## src/rtl/picomips_pkg.sv

```systemverilog
// picomips_pkg: shared opcodes, field widths, instruction word layout and loader states.
package picomips_pkg;
  localparam int OP_W = 6;
  localparam int REG_W = 3;
  localparam int IMM_W = 8;
  localparam int PSIZE_W = 5;
  localparam int WORD_W = OP_W + 2 * REG_W + IMM_W;
  localparam logic [OP_W-1:0] ADD = 6'd1;
  localparam logic [OP_W-1:0] ADDI = 6'd2;
  localparam logic [OP_W-1:0] MULI = 6'd3;
  localparam logic [OP_W-1:0] B = 6'd4;
  typedef struct packed {
    logic [OP_W-1:0] op;
    logic [REG_W-1:0] rd;
    logic [REG_W-1:0] rs;
    logic [IMM_W-1:0] imm;
  } instr_t;
  typedef enum logic [2:0] {
    S_IDLE, S_LOAD, S_ENC, S_WR, S_FULL, S_DONE, S_VERIFY, S_CHECK
  } loader_state_e;
endpackage

```

## src/rtl/picomips_instr_pack.sv

```systemverilog
// picomips_instr_pack: forces unused fields per opcode, packs {op,rd,rs,imm}, flags illegal opcodes.
module picomips_instr_pack import picomips_pkg::*; #(
  parameter int OPW = OP_W,
  parameter int REGW = REG_W,
  parameter int IMMW = IMM_W
) (
  input  logic [OPW-1:0] op,
  input  logic [REGW-1:0] rd,
  input  logic [REGW-1:0] rs,
  input  logic [IMMW-1:0] imm,
  output logic [OPW+2*REGW+IMMW-1:0] word,
  output logic legal
);
  logic is_add, is_b;
  assign is_add = op == OPW'(ADD);
  assign is_b = op == OPW'(B);
  assign legal = is_add | is_b | (op == OPW'(ADDI)) | (op == OPW'(MULI));
  assign word = {op, is_b ? {REGW{1'b0}} : rd, is_b ? {REGW{1'b0}} : rs,
                 is_add ? {IMMW{1'b0}} : imm};
endmodule

```

## src/rtl/picomips_prog_loader.sv

```systemverilog
// picomips_prog_loader: packs field bundles into instruction words and writes them to program memory.
// Optional PROG_LOADER_READBACK_EN adds pm_rdata and a read-back verify after every write.
module picomips_prog_loader import picomips_pkg::*; #(
  parameter int OPW = OP_W,
  parameter int REGW = REG_W,
  parameter int IMMW = IMM_W,
  parameter int PSIZE = PSIZE_W
) (
  input  logic clk,
  input  logic reset,
  input  logic start,
  input  logic finish,
  input  logic req_valid,
  output logic req_ready,
  input  logic [OPW-1:0] req_op,
  input  logic [REGW-1:0] req_rd,
  input  logic [REGW-1:0] req_rs,
  input  logic [IMMW-1:0] req_imm,
`ifdef PROG_LOADER_READBACK_EN
  input  logic [OPW+2*REGW+IMMW-1:0] pm_rdata,
`endif
  output logic pm_we,
  output logic [PSIZE-1:0] pm_addr,
  output logic [OPW+2*REGW+IMMW-1:0] pm_wdata,
  output logic [PSIZE:0] count,
  output logic err,
  output logic full,
  output logic done
);
  loader_state_e state, next;
  logic [PSIZE-1:0] wr_ptr;
  logic [OPW-1:0] f_op;
  logic [REGW-1:0] f_rd, f_rs;
  logic [IMMW-1:0] f_imm;
  logic [OPW+2*REGW+IMMW-1:0] word;
  logic legal;

  picomips_instr_pack #(.OPW(OPW), .REGW(REGW), .IMMW(IMMW)) u_pack (
    .op(f_op), .rd(f_rd), .rs(f_rs), .imm(f_imm), .word(word), .legal(legal)
  );

  always_ff @(posedge clk or posedge reset)
    if (reset) state <= S_IDLE;
    else state <= next;

  always_comb begin
    next = state;
    err = 1'b0;
    case (state)
      S_IDLE: next = start ? S_LOAD : S_IDLE;
      S_LOAD: next = finish ? S_DONE : req_valid ? S_ENC : S_LOAD;
      S_ENC: begin
        next = legal ? S_WR : S_LOAD;
        err = !legal;
      end
`ifdef PROG_LOADER_READBACK_EN
      S_WR: next = S_VERIFY;
      S_VERIFY: next = S_CHECK;
      S_CHECK: begin
        err = pm_rdata != pm_wdata;
        next = err ? S_DONE : count[PSIZE] ? S_FULL : S_LOAD;
      end
`else
      S_WR: next = (wr_ptr == '1) ? S_FULL : S_LOAD;
`endif
      S_FULL: next = finish ? S_DONE : S_FULL;
      S_DONE: next = start ? S_LOAD : S_DONE;
      default: next = S_IDLE;
    endcase
  end

  assign req_ready = state == S_LOAD;
  assign pm_we = state == S_WR;
  assign full = state == S_FULL;
  assign done = state == S_DONE;

  // wr_ptr parks on the last address instead of wrapping once memory is full
  always_ff @(posedge clk or posedge reset)
    if (reset) begin
      wr_ptr <= '0;
      count <= '0;
      pm_addr <= '0;
      pm_wdata <= '0;
      f_op <= '0;
      f_rd <= '0;
      f_rs <= '0;
      f_imm <= '0;
    end else begin
      if (start && (state == S_IDLE || state == S_DONE)) begin
        wr_ptr <= '0;
        count <= '0;
      end
      if (state == S_LOAD && !finish && req_valid) begin
        f_op <= req_op;
        f_rd <= req_rd;
        f_rs <= req_rs;
        f_imm <= req_imm;
      end
      if (state == S_ENC && legal) begin
        pm_addr <= wr_ptr;
        pm_wdata <= word;
      end
      if (state == S_WR) begin
        if (wr_ptr != '1) wr_ptr <= wr_ptr + 1'b1;
        if (!count[PSIZE]) count <= count + 1'b1;
      end
    end
endmodule

```

## config.mk

```make
export PLATFORM = sky130hd
export DESIGN_NAME = picomips_prog_loader
export DESIGN_NICKNAME = d
export VERILOG_FILES = /design/src/rtl/picomips_pkg.sv /design/src/rtl/picomips_instr_pack.sv /design/src/rtl/picomips_prog_loader.sv
export SDC_FILE = /design/constraint.sdc
export NUM_CORES = 1
export LEC_CHECK = 0
export CAP_MARGIN = 20
export CORE_MARGIN = 2
export CORE_UTILIZATION = 35
export DETAILED_ROUTE_END_ITERATION = 8
export PLACE_DENSITY = 0.57
export SYNTH_ARGS = -nofsm -noshare
export SYNTH_HDL_FRONTEND = slang
export SYNTH_SLANG_ARGS = --single-unit
```

## constraint.sdc

```tcl
create_clock -name clk -period 2.4 [get_ports clk]
set_input_delay 0.48 -clock clk [delete_from_list [all_inputs] [get_ports clk]]
set_output_delay 0.48 -clock clk [all_outputs]
set_load 0.03 [all_outputs]
```

==> metrics.cfg, run 1 <==
[worst_setup_path]
cp_cell_sequence = buf_4, inv_1, and3_1, clkdlybuf4s50_1
crit_type = flip-flop to primary output
cp_slowest_stage_delay_ns = 0.66
worst-path-buf-inv = 3
critical-path-slowest-cell = clkdlybuf4s50_1
setup.worst_path.end_class = primary output
critical_path.top_delay_family = buffers and inverters
cp-start-kind = flip-flop
worst-path-max-fanout = 13
arrival_ns = 1.78
required_ns = 1.92

[logic_synthesis]
yosysMostFrequentCell = dfrtp_1
synth_area_leaders = dfrtp_1 56%, mux2_2 12%, mux2i_1 6.1%
syn_nets = 241
ys_async_sr_fraction_pct = 100
yosys.area.top_type = dfrtp_1
synth_edf_count = 0
ys_ff_latch = 59
yosys.area.top_type_share_pct = 56.3
avgSynthCellArea_sq_um = 12.3
syn_area_sq_um = 2620
yosys_warnings = 0
synth_common_cells = 59 x dfrtp_1, 27 x mux2_2, 21 x o21ai_0
synth-main-ff-cell = dfrtp_1
syn_inst = 213
yosysSeqAreaShare_pct = 56.3
ys_types = 38

[pwr]
ir_drop_uv = 400
power_leakage_uw = 0.00157
p_per_area_nw_per_um2 = 1020

[detailed_routing]
first_iter_violations = 61
detail_route.vias_per_cell = 4.83
num_vias = 1874
dr.pass1.iters = 4
routed_wl_um = 5440
drc_errors = 0
wl_per_cell_um = 14.0
antenna_left = 0

[clocking]
cts_buffers = 9
clock-sinks = 59
cts_buffer_depth = 2
cts_hold_buffers = 0
cts_root_buf = clkbuf_8
cts.clk_slew.worst_paths_ns = 0.07
cts_tree = built
clk_latency_ns = 0.33
htree_levels = 3

[timing]
fin_ws_ns = 0.141
finalSetupViolCount = 0
setup_tns_ns = 0
rsz0062_at_grt = false
fin_skew_ns = 0.00911
fmax_mhz = 443
slew_headroom_pct = 66.9
period_share_pct = 94.1
period_minus_slack_ns = 2.26
drv_slew = 0
tightest_slew_ns = 0.496
final_hold_viol_count = 0

[floorplan]
core_sq_um = 7250
die_h_um = 90.6
fp-row-count = 31
die_w_um = 90.6
ioPinCount = 61
initial_utilization_pct = 36.2
dieArea_sq_um = 8200

[cells_and_area]
final_cells = 388
finalInstanceArea_sq_um = 3560
drive_gt1_share_pct = 18.7
utilization_pct = 49.1
area.growth.synth_to_final_pct = 35.9
diodes = 0
num-nets-final = 313

[place]
globalplace.congestion = 0.711
dp_cells = 373
dp_slack_ns = 0.291
hpwlAfterDp_um = 3550
dpl_cell_area_sq_um = 3380
numPortBuffers = 60

[min_path]
hold_path.class = flip-flop to flip-flop

[grt]
grt_pass1_vias = 1886
grtUsageTotal_pct = 14.3
grt_max_degree = 60
grt_pass1_wl_um = 9180
antenna_found_initial = 0
grt_overflow_total = 0

[outcome]
status = complete, no violations

[job]
cap_violations = 0

[through the flow]
step                      power [uW]  hold slack [ns]
after floorplan                 2360            0.473
after global placement          2840            0.470
after detailed placement        2860            0.475
after CTS                       3700            0.490
after global routing            3910            0.514
final                           3650            0.483
[power by group]
part,leakage (uW),switching [uW],internal (uW)
clock,0.0000953,370,451
combinational,0.000698,711,632
sequential,0.000772,191,1300
[layout by cell type, fill, tap and decap left out, types with 4 or more instances in the layout]
| cell type | n |
|---|---|
| nand3_1 | 4 |
| mux2_2 | 27 |
| clkbuf_8 | 12 |
| nand2_1 | 5 |
| clkdlybuf4s50_1 | 57 |
| inv_1 | 18 |
| dfrtp_1 | 59 |
| nand2b_1 | 6 |
| nor2b_1 | 5 |
| mux2i_1 | 16 |
| buf_4 | 8 |
| o21ai_0 | 21 |
[cell families after synthesis]
| logic type | count (synthesis) | synth area share, % |
|---|---|---|
| and+or+nand+nor | 41 | 10.2 |
| xor gates and xnor gates | 2 | 0.668 |
| AOI/OAI and AO/OA | 36 | 8.39 |
| muxes | 45 | 18.6 |
| adders and majority gates | 3 | 1.43 |
| buffers and inverters | 27 | 4.48 |
| DFF | 59 | 56.3 |
[path summary, 6_finish.rpt]
kind,startpoint,endpoint,slack [ns],depth (start not counted)
max,state[0],full,0.14,4
min,pm_addr[4],pm_addr[4],0.48,1
max reg2reg,state[0],pm_addr[0],0.50,4
max in group asynchronous,reset,pm_addr[2],1.60,3
min in group asynchronous,reset,count[1],0.52,3
min reg2reg,pm_addr[4],pm_addr[4],0.48,1
[what timing repair did]
item                       in CTS  in global routing
buffers inserted                0                  0
resized for setup               1                  2
hold endpoints to repair        0                  0
cloned                          0                  0
setup endpoints to repair       1                  2
[per-layer routing]
layer	global-route usage (%)	up-vias	share of wire, %
li1	-	891	-
met5	0	-	0
met3	4.09	7	6.1
met4	6.92	0	1.2
met1	19.0	926	48
met2	21.4	50	45
[worst register-to-register path: cells and delay by family, from the launching register on]
kind          cells  cell delay [ns]
buf+inv           1             0.31
mux               1             0.37
simple gates      2             0.72
flops             1             0.39
[flip-flops by register name, indices dropped and copies added, names as in the netlist]
register,count
pm_wdata,20
f_imm,8
count,6
f_op,6
pm_addr,5
wr_ptr,5
f_rd,3
f_rs,3
state,3
[cell type report]
class                           instances  area [sq um]
Fill cell                             699          3690
Sequential cell                        59          1480
Multi-Input combinational cell        127          1030
Timing Repair Buffer                   69           684
Clock buffer                           13           169
Tap cell                               99           124
Inverter                               19          71.3
Clock inverter                          2          10.0
Power figures use the tool's default switching activity.
==> run 2: changes to the inputs <==
Settings changed: CTS_BUF_LIST set to sky130_fd_sc_hd__clkbuf_4, CTS_CLUSTER_SIZE set to 16.
==> metrics.cfg, run 2 (synthesis results as in run 1) <==
[outcome]
status = complete, no violations

[clocking]
cts_root_buf = clkbuf_4
cts.clk_slew.worst_paths_ns = 0.09
cts_buffers = 9
clock-sinks = 59
post_cts_buffers = 0
cts_tree = built
cts_buffer_depth = 2
clk_latency_ns = 0.39
htree_levels = 3

[cells_and_area]
finalInstanceArea_sq_um = 3470
area.growth.synth_to_final_pct = 32.4
fillerInstances = 708
multi_input_area_sq_um = 1030
diodes = 0
top_register = pm_wdata
largestRegisters = pm_wdata (20), f_imm (8)
utilization_pct = 47.9
num-nets-final = 313
final_common_cell = dfrtp_1
seq_area_sq_um = 1480
drive_gt1_share_pct = 18.3
mostFrequentLayoutCells = 59 x dfrtp_1, 56 x clkdlybuf4s50_1, 27 x mux2_2, 21 x o21ai_0, 18 x inv_1
largest_register_ffs = 20

[floorplan]
fp-row-count = 31
die_h_um = 90.6
ioPinCount = 61
dieArea_sq_um = 8200
core_sq_um = 7250
initial_utilization_pct = 36.2
die_w_um = 90.6

[grt]
grt_overflow_total = 0
grt_pass1_vias = 1903
grtUsageTotal_pct = 14.4
grt_max_degree = 60
grt_pass1_wl_um = 9210
antenna_found_initial = 0

[timing]
setup_tns_ns = 0
rsz0062_at_grt = false
period_share_pct = 96.6
tightest_slew_ns = 0.483
slew_headroom_pct = 67.8
fmax_mhz = 431
period_minus_slack_ns = 2.32
drv_slew = 0
final_hold_viol_count = 0
fin_skew_ns = 0.00882
finalSetupViolCount = 0

[detailed_routing]
drc_errors = 0
antenna_left = 0
num_vias = 1885
wl_per_cell_um = 14.0
detail_route.vias_per_cell = 4.86
first_iter_violations = 88
routed_wl_um = 5440
dr.pass1.iters = 4

[place]
globalplace.congestion = 0.711
numPortBuffers = 60
hpwlAfterDp_um = 3550
dpl_cell_area_sq_um = 3380

[worst_setup_path]
critical_path.top_delay_family = buffers and inverters
cp-start-kind = flip-flop
worst-path-max-fanout = 10
setup.worst_path.end_class = primary output
worst-path-buf-inv = 3
critical-path-slowest-cell = clkdlybuf4s50_1
arrival_ns = 1.84
crit_type = flip-flop to primary output
cp_cell_sequence = buf_4, inv_1, and3_1, clkdlybuf4s50_1
required_ns = 1.92
cp_slowest_stage_delay_ns = 0.66

[pwr]
total_power_uw = 3370
ir_drop_uv = 384
power_leakage_uw = 0.00152
p_per_area_nw_per_um2 = 969

[job]
cap_violations = 0

[min_path]
hold_path.class = primary input to async pin

[run 2: cell types whose count changed in the layout (fill, tap and decap cells not counted)]
cell,delta
clkbuf_2,+1
clkbuf_8,-12
dlymetal6s2s_1,-1
clkinv_1,+3
dlygate4sd2_1,+1
clkdlybuf4s50_1,-1
clkbuf_1,-1
clkbuf_4,+10
[run 2: final timing paths]
path	startpoint	end	slack, ns	depth (start not counted)
setup / recovery	state[1]	done	0.08	4
hold / removal	reset	pm_wdata[17]	0.45	3
setup reg to reg	state[0]	pm_addr[0]	0.49	4
hold reg to reg	pm_addr[4]	pm_addr[4]	0.49	1
max in group asynchronous	reset	pm_wdata[5]	1.68	3
min in group clk	pm_addr[4]	pm_addr[4]	0.49	1
[run 2: stage by stage]
step	std cells	worst slack (ns)	hold WS, ns
floorplan	213	0.147	0.473
global route	388	0.0275	0.464
detailed placement	373	0.291	0.475
global placement	373	0.295	0.470
finish	388	0.0807	0.453
CTS	388	0.0373	0.455
[run 2: layer usage]
metal / wire length, um / global-route usage (%)
met1: 2500 / 18.5
met5: 0 / 0
met2: 2480 / 22.4
met4: 117 / 7.69
met3: 346 / 3.84
[run 2: final cells by class]
type | instances | area share, %
well taps | 99 | 3.57
flip-flops and latches | 59 | 42.5
inverters | 19 | 2.05
clock buffers | 10 | 2.16
clock inverters | 5 | 0.612
multi-input cells | 127 | 29.6
repair buffers | 69 | 19.5
[run 2: worst register-to-register path, stage by stage, from the launching register on]
cell	delay, ns
dfrtp_1	0.40
or3b_4	0.42
nor4_4	0.30
buf_4	0.31
mux2_2	0.37
[run 2: timing repair]
item	in CTS	in global routing
setup endpoints to repair	3	2
resized for setup	3	3
hold buffers	0	0
[run 2: power breakdown]
| part | internal (uW) | switching, uW |
|---|---|---|
| Clock | 206 | 344 |
| Sequential | 1290 | 190 |
| Combinational | 624 | 708 |
